### src/rtl/menu_screen_ctrl.sv
// Menu screen for the 96x64 RGB565 OLED: N_ITEMS label rows, blinking '>' cursor,
// browse/confirm/locked selection FSM and a 2-stage pixel pipeline into an external label ROM.
module menu_screen_ctrl #(
  parameter int          N_ITEMS    = 4,
  parameter int          ROW_TOP    = 20,
  parameter int          ROW_H      = 11,
  parameter int          TEXT_X     = 20,
  parameter int          LABEL_W    = 64,
  parameter int          CURSOR_X   = 12,
  parameter int          BLINK_HALF = 25_000_000,
  parameter int          FLASH_HALF = 3_000_000,
  parameter int          FLASH_N    = 3,
  parameter logic [15:0] C_BG       = 16'h0000,
  parameter logic [15:0] C_FG       = 16'hFFFF,
  parameter logic [15:0] C_HL       = 16'hFFE0,
  parameter logic [15:0] C_CUR      = 16'h07E0,
  localparam int         IDX_W      = (N_ITEMS > 2) ? $clog2(N_ITEMS) : 1
) (
  input  logic             clk,
  input  logic             reset_n,
  input  logic             btn_up,
  input  logic             btn_down,
  input  logic             btn_sel,
  input  logic             btn_back,
  input  logic [6:0]       x,
  input  logic [5:0]       y,
  output logic [IDX_W-1:0] lbl_item,
  output logic [5:0]       lbl_col,
  output logic [3:0]       lbl_row,
  input  logic             lbl_on,
  output logic [15:0]      oled_data,
  output logic [IDX_W-1:0] sel_index,
  output logic             sel_valid,
  output logic             menu_active,
  output logic [1:0]       state_dbg
);

  localparam int HALF_MAX = (BLINK_HALF > FLASH_HALF) ? BLINK_HALF : FLASH_HALF;
  localparam int CNT_W    = (HALF_MAX > 1) ? $clog2(HALF_MAX) : 1;
  localparam int TOG_N    = 2 * FLASH_N;
  localparam int TOG_W    = (TOG_N > 1) ? $clog2(TOG_N) : 1;
  localparam int MID      = ROW_H / 2;

  typedef enum logic [1:0] {
    BROWSE  = 2'd0,
    CONFIRM = 2'd1,
    LOCKED  = 2'd2
  } state_t;

  state_t           state;
  logic [IDX_W-1:0] cursor;
  logic [CNT_W-1:0] blink_cnt;
  logic             blink_on;
  logic [CNT_W-1:0] flash_cnt;
  logic             flash_on;
  logic [TOG_W-1:0] tog_cnt;

  logic [IDX_W-1:0] cursor_up;
  logic [IDX_W-1:0] cursor_down;

  assign cursor_up   = (cursor == '0) ? IDX_W'(N_ITEMS - 1) : cursor - IDX_W'(1);
  assign cursor_down = (cursor == IDX_W'(N_ITEMS - 1)) ? '0 : cursor + IDX_W'(1);

  assign sel_index = cursor;
  assign state_dbg = state;

  // sel_valid is a single-cycle strobe with no back-pressure: the consumer must take
  // sel_index in the cycle sel_valid is high; it stays stable for the whole LOCKED state.
  always_ff @(posedge clk) begin
    if (!reset_n) begin
      state       <= BROWSE;
      cursor      <= '0;
      blink_cnt   <= '0;
      blink_on    <= 1'b1;
      flash_cnt   <= '0;
      flash_on    <= 1'b1;
      tog_cnt     <= '0;
      sel_valid   <= 1'b0;
      menu_active <= 1'b1;
    end else begin
      sel_valid <= 1'b0;
      case (state)
        BROWSE: begin
          flash_on  <= 1'b1;
          flash_cnt <= '0;
          tog_cnt   <= '0;
          if (btn_sel) begin
            state       <= CONFIRM;
            menu_active <= 1'b0;
            flash_on    <= 1'b0;
            blink_on    <= 1'b1;
            blink_cnt   <= '0;
          end else if (btn_up ^ btn_down) begin
            cursor    <= btn_up ? cursor_up : cursor_down;
            blink_cnt <= '0;
            blink_on  <= 1'b1;
          end else if (blink_cnt == CNT_W'(BLINK_HALF - 1)) begin
            blink_cnt <= '0;
            blink_on  <= ~blink_on;
          end else begin
            blink_cnt <= blink_cnt + CNT_W'(1);
          end
        end
        CONFIRM: begin
          blink_on  <= 1'b1;
          blink_cnt <= '0;
          if (flash_cnt == CNT_W'(FLASH_HALF - 1)) begin
            flash_cnt <= '0;
            // The final toggle hands over to LOCKED with the row shown steadily highlighted.
            if (tog_cnt == TOG_W'(TOG_N - 1)) begin
              state     <= LOCKED;
              sel_valid <= 1'b1;
              flash_on  <= 1'b1;
              tog_cnt   <= '0;
            end else begin
              flash_on <= ~flash_on;
              tog_cnt  <= tog_cnt + TOG_W'(1);
            end
          end else begin
            flash_cnt <= flash_cnt + CNT_W'(1);
          end
        end
        LOCKED: begin
          blink_on  <= 1'b1;
          blink_cnt <= '0;
          flash_on  <= 1'b1;
          if (btn_back) begin
            state       <= BROWSE;
            menu_active <= 1'b1;
          end
        end
        default: begin
          state       <= BROWSE;
          menu_active <= 1'b1;
        end
      endcase
    end
  end

  // Stage 1 geometry: which row (if any) the pixel falls on and its position inside it.
  int               x_i;
  int               y_i;
  int               line_i;
  logic             hit_row;
  logic [IDX_W-1:0] row_idx;
  logic             hit_label;
  logic             hit_glyph;

  assign x_i = int'(x);
  assign y_i = int'(y);

  always_comb begin
    hit_row = 1'b0;
    row_idx = '0;
    line_i  = 0;
    for (int i = 0; i < N_ITEMS; i++) begin
      if ((y_i >= ROW_TOP + i * ROW_H) && (y_i < ROW_TOP + (i + 1) * ROW_H)) begin
        hit_row = 1'b1;
        row_idx = IDX_W'(i);
        line_i  = y_i - ROW_TOP - i * ROW_H;
      end
    end
  end

  assign hit_label = hit_row && (x_i >= TEXT_X) && (x_i < TEXT_X + LABEL_W);
  assign hit_glyph = hit_row &&
                     (((x_i == CURSOR_X) && ((line_i == MID - 1) || (line_i == MID + 1))) ||
                      ((x_i == CURSOR_X + 1) && (line_i == MID)));

  logic s1_label;
  logic s1_glyph;

  always_ff @(posedge clk) begin
    if (!reset_n) begin
      s1_label <= 1'b0;
      s1_glyph <= 1'b0;
      lbl_item <= '0;
      lbl_col  <= '0;
      lbl_row  <= '0;
    end else begin
      s1_label <= hit_label;
      s1_glyph <= hit_glyph;
      lbl_item <= hit_row ? row_idx : '0;
      lbl_col  <= hit_label ? 6'(x_i - TEXT_X) : '0;
      lbl_row  <= hit_row ? 4'(line_i) : '0;
    end
  end

  // Stage 2: the glyph shape was found in stage 1; its row is matched against the live cursor here.
  always_ff @(posedge clk) begin
    if (!reset_n) begin
      oled_data <= C_BG;
    end else if (s1_glyph && (lbl_item == cursor) && blink_on) begin
      oled_data <= C_CUR;
    end else if (s1_label && lbl_on) begin
      oled_data <= ((lbl_item == cursor) && flash_on) ? C_HL : C_FG;
    end else begin
      oled_data <= C_BG;
    end
  end

endmodule
### config.mk
export PLATFORM = sky130hd
export DESIGN_NAME = menu_screen_ctrl
export DESIGN_NICKNAME = d
export VERILOG_FILES = /design/src/rtl/menu_screen_ctrl.sv
export SDC_FILE = /design/constraint.sdc
export NUM_CORES = 1
export LEC_CHECK = 0
export CORE_ASPECT_RATIO = 1.5
export CORE_MARGIN = 3
export CORE_UTILIZATION = 45
export CTS_CLUSTER_SIZE = 16
export DETAILED_ROUTE_END_ITERATION = 16
export GPL_TIMING_DRIVEN = 1
export PLACE_DENSITY = 0.69
export SLEW_MARGIN = 15
export SYNTH_ARGS = -nofsm -noshare
export SYNTH_HDL_FRONTEND = slang
export SYNTH_SLANG_ARGS = --single-unit
export TNS_END_PERCENT = 100
### constraint.sdc
create_clock -name clk -period 2 [get_ports clk]
set_input_delay 0.3 -clock clk [delete_from_list [all_inputs] [get_ports clk]]
set_output_delay 0.3 -clock clk [all_outputs]
set_load 0.02 [all_outputs]
==> results by group, run 1 <==
Run status
  • Status: finished with violations
  • Violated checks: negative setup slack

Floorplan
  • Starting Density: 0.469
  • Core ar.: 10200 sq um
  • Die height: 133 um
  • Die width: around 90 um
  • Top Ports: 54
  • Std cell rows: 45
  • DIE AREA: 12000 sq um

Yosys
  • Number of synthesis warnings: 0
  • Commonest register cell after synthesis: dfxtp_1
  • Syn Nets: 629
  • Mapped cell area: 4810 sq um
  • Ys async rst share: 0
  • Synth Register Bits: 78
  • Gate Count Post-Synth: slightly below 600
  • Mean Syn Cell Area: 8.23 sq um
  • Register area share after synthesis: 0.325
  • Post-synth EDFFs: 0
  • Distinct cells, synth: slightly above 70

Detailed routing
  • Number of DRC markers in iteration 0: 307
  • Routed WL: about 16000 um
  • Vias/cell: between 5 and 6
  • Vias: 5130
  • WL/cell: around 18 um
  • First-pass DRT Iterations: 7
  • DRC violations left: 0
  • Final ANT Viol Nets: 0

Power and ir drop
  • Pwr/cell area: 633 nW/um^2
  • Total power draw: 4.57 mW
  • Maximum vdd drop: 0.322 mV
  • Leakage: 2.85 nW

CTS
  • Root buffer cell: clkbuf_16
  • CTS sink cnt: 78
  • Worst skew pair latency: approximately 0.34 ns
  • CTS Buf Count: 9
  • Cts hold-fix bufs: 0
  • H-tree depth: 3
  • TritonCTS clock tree: done
  • Clock-pin slew on the worst setup and hold paths: 0.06 ns
  • Bufs on Longest Clock Path: 2

Final layout
  • Layout cells sized above 1: 0.326
  • Commonest non-fill, non-tap cell in the layout: buf_4
  • FILL cells: roughly 750
  • Area Growth Syn to Fin: 50.1%
  • Fin nets: slightly below 800
  • Most frequent cells in the layout: buf_4 (123), dfxtp_1 (72), nor2_1 (63)
  • N_diodes: 0

Hold path
  • Hold Path Class: reg -> reg

Worst setup path
  • Crit start category: flip-flop
  • Worst Path Arrival: 2.35 ns
  • Worst path bufs/invs: 2
  • Setup crit start: blink_cnt[9]
  • RR Startpoint: blink_cnt[9]
  • R2R Setup Slk: -0.11 ns
  • Top fanout value on the critical path: 2
  • Stages on worst setup path: 8
  • CP max-delay cell: or4b_4
  • Crit path max-delay family: simple AND/OR/NAND/NOR gates
  • Critical path required time: ~2.2 ns
  • Worst R2R Path Depth: 8
  • CP Capture Type: flip-flop
  • Crit-path max cell delay: 0.53 ns
  • R2R Path End: blink_on
  • Crit Path Class: reg -> reg
  • Worst path most repeated cell: buf_4
  • Crit path cell chain: or4b_4 -> nor4_2 -> buf_4 -> nand4_1 -> buf_4 -> a41oi_2 -> and3_1 -> o21ai_1
  • Setup crit end: blink_on

Timing
  • Fmax: 0.473 GHz
  • Period utilization: 1.06
  • Worst rel slew slack: 0.677
  • Final setup fails: 29
  • Post-route minimum period: 2.11 ns
  • Final hold violations: 0
  • Worst-Margin Slew: about 0.48 ns
  • Layout Skew: 0.00664 ns
  • Final hold slack: 0.471 ns
  • Setup slack after layout: -0.115 ns
  • RSZ-0062 raised after global routing: yes
  • Final slew viol count: 0

Place
  • Final GP Congestion: 0.995
  • Final HPWL DP: 10200 um
  • Port Buffers: 53

Global routing
  • Largest net degree at the start of global routing: 31
  • Antenna violations before repair: 0
  • GRT Overall Usage: 0.233
  • Grt ovf: 0
  • Number of global-route vias before repair: approximately 4.9k
  • Global-route wire length before repair: roughly 23000 um

Job
  • Max-cap violations: 0
## cell families after synthesis
logic type / after synthesis / synth area share
DFF: 78 / 0.325
buffers and inverters: 56 / 0.0614
and+or+nand+nor: 253 / 0.282
adders and majority gates: 25 / 0.0651
AOI/OAI and AO/OA: 135 / 0.196
xor gates and xnor gates: 33 / 0.0617
muxes: 4 / 0.00911
## Yosys cell counts (all sizes together), types with 13 or more instances
master / instances / area share
nand2: 49 / 0.038
nor3: 22 / 0.023
xnor2: 14 / 0.026
nand4: 13 / 0.017
ha: 25 / 0.065
nor2: 66 / 0.053
buf: 28 / 0.040
dfxtp: 78 / 0.32
o21ai: 25 / 0.027
xor2: 19 / 0.036
nand3: 21 / 0.024
a21oi: 40 / 0.042
inv: 18 / 0.014
## through the flow
step | instances | TNS, ns | setup slack [ns] | instance area, sq um | util
2_1_floorplan | 584 | -0.0763 | -0.0599 | 4810 | -
3_3_place_gp | 856 | -8.42 | -0.656 | 6210 | 0.606
3_5_place_dp | 856 | -7.70 | -0.706 | 6210 | 0.606
4_1_cts | 878 | -0.498 | -0.0319 | 6710 | 0.655
5_1_grt | 896 | -4.43 | -0.211 | 7220 | 0.704
6_report | 896 | -1.03 | -0.115 | 7220 | 0.704
## worst register-to-register path: cells and delay by family (launching register included)
kind | cells | cell delay (ns)
DFF | 1 | 0.31
buffers and inverters | 2 | 0.34
and+or+nand+nor | 4 | 1.11
AOI/OAI and AO/OA | 2 | 0.25
## flip-flops by register name (all words and copies together) (netlist names)
signal and count:
blink_cnt 25, sel_index 2, lbl_col 6, flash_cnt 25, tog_cnt 3, lbl_item 2, state_dbg 2, flash_on 1
oled_data 3, blink_on 1, sel_valid 1, s1_glyph 1, lbl_row 4, s1_label 1, menu_active 1
## what timing repair did
item                                    CTS  global route
pin swaps                                13            34
gates cloned                              0             6
setup buffers                             6            12
resized for setup                        33            68
endpoints found under the setup margin   39            55
## power breakdown
group	switching [mW]	leakage, nW	internal (mW)
combinational	0.552	2.05	0.506
clock	0.664	0.159	1.22
sequential	0.0348	0.634	1.59
## final cells by class
class,count,area [sq um],area share
Clock inverter,6,110,0.0153
Clock buffer,10,229,0.0317
Sequential cell,78,1570,0.217
Inverter,18,67.6,0.00936
Timing Repair Buffer,193,1740,0.241
Tap cell,141,176,0.0244
Multi-Input combinational cell,450,3330,0.461
## metal layers
metal | part of all wire | GRT usage
met5 | 0 | 0
met3 | 0.039 | 0.0279
met2 | 0.54 | 0.428
met4 | 0.054 | 0.163
met1 | 0.37 | 0.243
## how the worst min path moves through the flow
stage | from | to | cells past startpoint
finish | s1_label | oled_data[14] | 2
global route | s1_label | oled_data[14] | 2
floorplan | x[2] | lbl_col[2] | 1
global placement | s1_label | oled_data[14] | 2
detailed placement | s1_label | oled_data[14] | 2
CTS | s1_label | oled_data[14] | 2
(Power assumes the default switching activity.)
==> run 2: changes to the inputs <==
- ABC_CLOCK_PERIOD_IN_PS: unset -> 2000
==> results of run 2 <==
Same layout as run 1: the final DEF is identical, and so are final timing and power.
==> run 3: changes to the inputs <==
- CTS_BUF_LIST: unset -> sky130_fd_sc_hd__clkbuf_2
- MAX_ROUTING_LAYER: unset -> met4
==> results by group, run 3 (synthesis gave the netlist of run 1 again) <==
Worst setup path
  • CP Capture Type: flip-flop
  • Critical path required time: 2.44 ns (+0.21 ns)
  • R2R Setup Slk: -0.13 ns (-0.02 ns)
  • Crit start category: flip-flop
  • Crit Path Class: reg -> reg
  • Worst Path Arrival: 2.57 ns (+0.22 ns)
  • R2R Path End: blink_cnt[1]
  • Worst R2R Path Depth: 9 (+1)
  • Top fanout value on the critical path: 2 (unchanged)
  • RR Startpoint: blink_cnt[9]

Global routing
  • Grt met2 use: 0.462 (+0.0341)
  • Met1 usage: 0.243 (-0.000364)
  • Global-route wire length before repair: 23700 um (+3.9%)
  • Met3 Use GR: 0.0347 (+0.00683)
  • GR peak layer: met2
  • GRT Overall Usage: 0.250 (+0.0168)
  • Grt ovf: 0 (unchanged)
  • Number of global-route vias before repair: 5035 (+2.2%)
  • Largest net degree at the start of global routing: 33 (+6.5%)
  • Antenna violations before repair: 1 (+1)

Detailed routing
  • Vias/cell: 5.69 (-0.57%)
  • Final ANT Viol Nets: 0 (unchanged)
  • First-pass DRT Iterations: 6 (-1)
  • Routed WL: 14800 um (-6.0%)
  • Number of DRC markers in iteration 0: 278 (-9.4%)
  • Vias: 5101 (-0.57%)
  • DRC violations left: 0 (unchanged)
  • WL/cell: 16.5 um (-6.0%)

Hold path
  • Worst hold path stage count: 3 (+1)
  • Hold Path Class: in -> reg
  • Hold path startpoint: lbl_on
  • Worst Hold End: oled_data[14]

CTS
  • TritonCTS clock tree: done
  • Root buffer cell: clkbuf_2
  • Bufs on Longest Clock Path: 2 (unchanged)
  • Worst skew pair latency: 0.55 ns (+0.21 ns)
  • Cts hold-fix bufs: 0 (unchanged)
  • CTS Buf Count: 9 (unchanged)
  • H-tree depth: 3 (unchanged)
  • CTS sink cnt: 78 (unchanged)
  • Clock-pin slew on the worst setup and hold paths: 0.22 ns (+0.16 ns)

Run status
  • Status: finished with violations
  • Violated checks: negative setup slack

Timing
  • Setup slack after layout: -0.130 ns (-0.0156 ns)
  • Setup_tns: -0.630 ns (+0.398 ns)
  • Final setup fails: 22 (-24%)
  • Final slew viol count: 0 (unchanged)
  • Layout Skew: 0.0334 ns (+0.0268 ns)
  • Period utilization: 1.07 (+0.00781)
  • Final hold violations: 0 (unchanged)
  • Worst rel slew slack: 0.731 (+0.0536)
  • Fmax: 0.469 GHz (-0.73%)
  • RSZ-0062 raised after global routing: yes
  • Post-route minimum period: 2.13 ns (+0.0156 ns)
  • Worst-Margin Slew: 0.402 ns (-0.0807 ns)

Floorplan
  • DIE AREA: 12000 sq um (unchanged)
  • Starting Density: 0.469 (unchanged)
  • Core ar.: 10200 sq um (unchanged)
  • Top Ports: 54 (unchanged)
  • Std cell rows: 45 (unchanged)
  • Die height: 133 um (unchanged)
  • Die width: 90.4 um (unchanged)

Power and ir drop
  • Pwr/cell area: 506 nW/um^2 (-20%)
  • Maximum vdd drop: 0.271 mV (-16%)
  • Leakage: 2.79 nW (-1.9%)
  • Total power draw: 3.42 mW (-25%)

Final layout
  • Multi-input gate area: 3210 sq um (-3.3%)
  • Layout cells sized above 1: 0.318 (-0.00753)
  • FF+latch area: 1580 sq um (+0.88%)
  • Fin nets: 794 (-0.13%)
  • Most frequent cells in the layout: buf_4 (128), dfxtp_1 (61), nor2_1 (58)
  • FILL cells: 839 (+11%)
  • Commonest non-fill, non-tap cell in the layout: buf_4
  • Biggest registers after layout: blink_cnt: 25 flops, flash_cnt: 25 flops, lbl_col: 6 flops
  • Fin area: 6770 sq um (-6.2%)
  • Area Growth Syn to Fin: 40.8%

Job
  • Max-cap violations: 0 (unchanged)

Place
  • Final GP Congestion: 0.956 (-3.9%)
  • Final HPWL DP: 10600 um (+3.3%)
  • Port Buffers: 53 (unchanged)
  • Cell area after placement: 6230 sq um (+0.32%)
==> run 3: cell count changes in the layout (fill, tap and decap cells not counted), sizes merged <==
cell,delta
dlymetal6s2s,+7
bufinv,-2
buf,+2
a211oi,+1
clkdlybuf4s15,-2
clkinv,+4
clkinvlp,-2
clkbuf,-3
clkdlybuf4s50,-6
diode,+1
==> run 3: what timing repair did <==
action                     4_1_cts  5_1_grt
setup buffers                   11        5
cloned                           2        2
pin swaps                       18       18
setup endpoints to repair       38       52
gates resized for setup         43       55
==> run 3: worst max path at each step <==
stage | depth (start not counted) | from | to | slack [ns]
floorplan | 9 | y[2] | s1_glyph | -0.06
global route | 9 | blink_cnt[9] | blink_cnt[1] | -0.19
detailed placement | 9 | y[2] | s1_glyph | -0.73
CTS | 9 | blink_cnt[15] | blink_cnt[22] | -0.11
global placement | 9 | y[2] | s1_glyph | -0.71
finish | 9 | blink_cnt[9] | blink_cnt[1] | -0.13
==> run 3: worst max-delay path, stage by stage, from the launching register on <==
cell and delay (ns):
dfxtp_2 0.36, or4b_4 0.54, nor4_4 0.25, buf_4 0.16
nand4_1 0.13, buf_4 0.18, buf_4 0.13, buf_4 0.12
nand4_1 0.08, a21oi_1 0.07
==> run 3: power by group <==
group	internal, mW	switching [mW]	total (mW)
Combinational	0.443	0.515	0.957
Clock	0.280	0.556	0.836
Sequential	1.60	0.0333	1.63
==> run 3: routing by layer <==
layer  part of all wire  vias up  routed length, um
met4              0.059        0                867
met2               0.55      165               8130
met5                  0        -                  0
met1               0.36     2438               5330
met3              0.032       65                480
li1                   -     2433                  -
==> run 3: stage by stage <==
step / hold WS, ns / setup WS (ns) / std cells / util
2_1_floorplan: 0.372 / -0.0599 / 584 / -
3_3_place_gp: 0.457 / -0.713 / 862 / 0.608
3_5_place_dp: 0.466 / -0.734 / 862 / 0.608
4_1_cts: 0.280 / -0.106 / 890 / 0.643
5_1_grt: 0.277 / -0.191 / 896 / 0.660
6_report: 0.299 / -0.130 / 896 / 0.660
==> run 3: cell type report <==
type | instances | share of cell area
Timing Repair Buffer | 191 | 0.240
Inverter | 18 | 0.00998
Sequential cell | 78 | 0.234
Multi-Input combinational cell | 451 | 0.475
Clock buffer | 10 | 0.00740
Tap cell | 141 | 0.0261
Antenna cell | 1 | 0.000370
Clock inverter | 6 | 0.00776
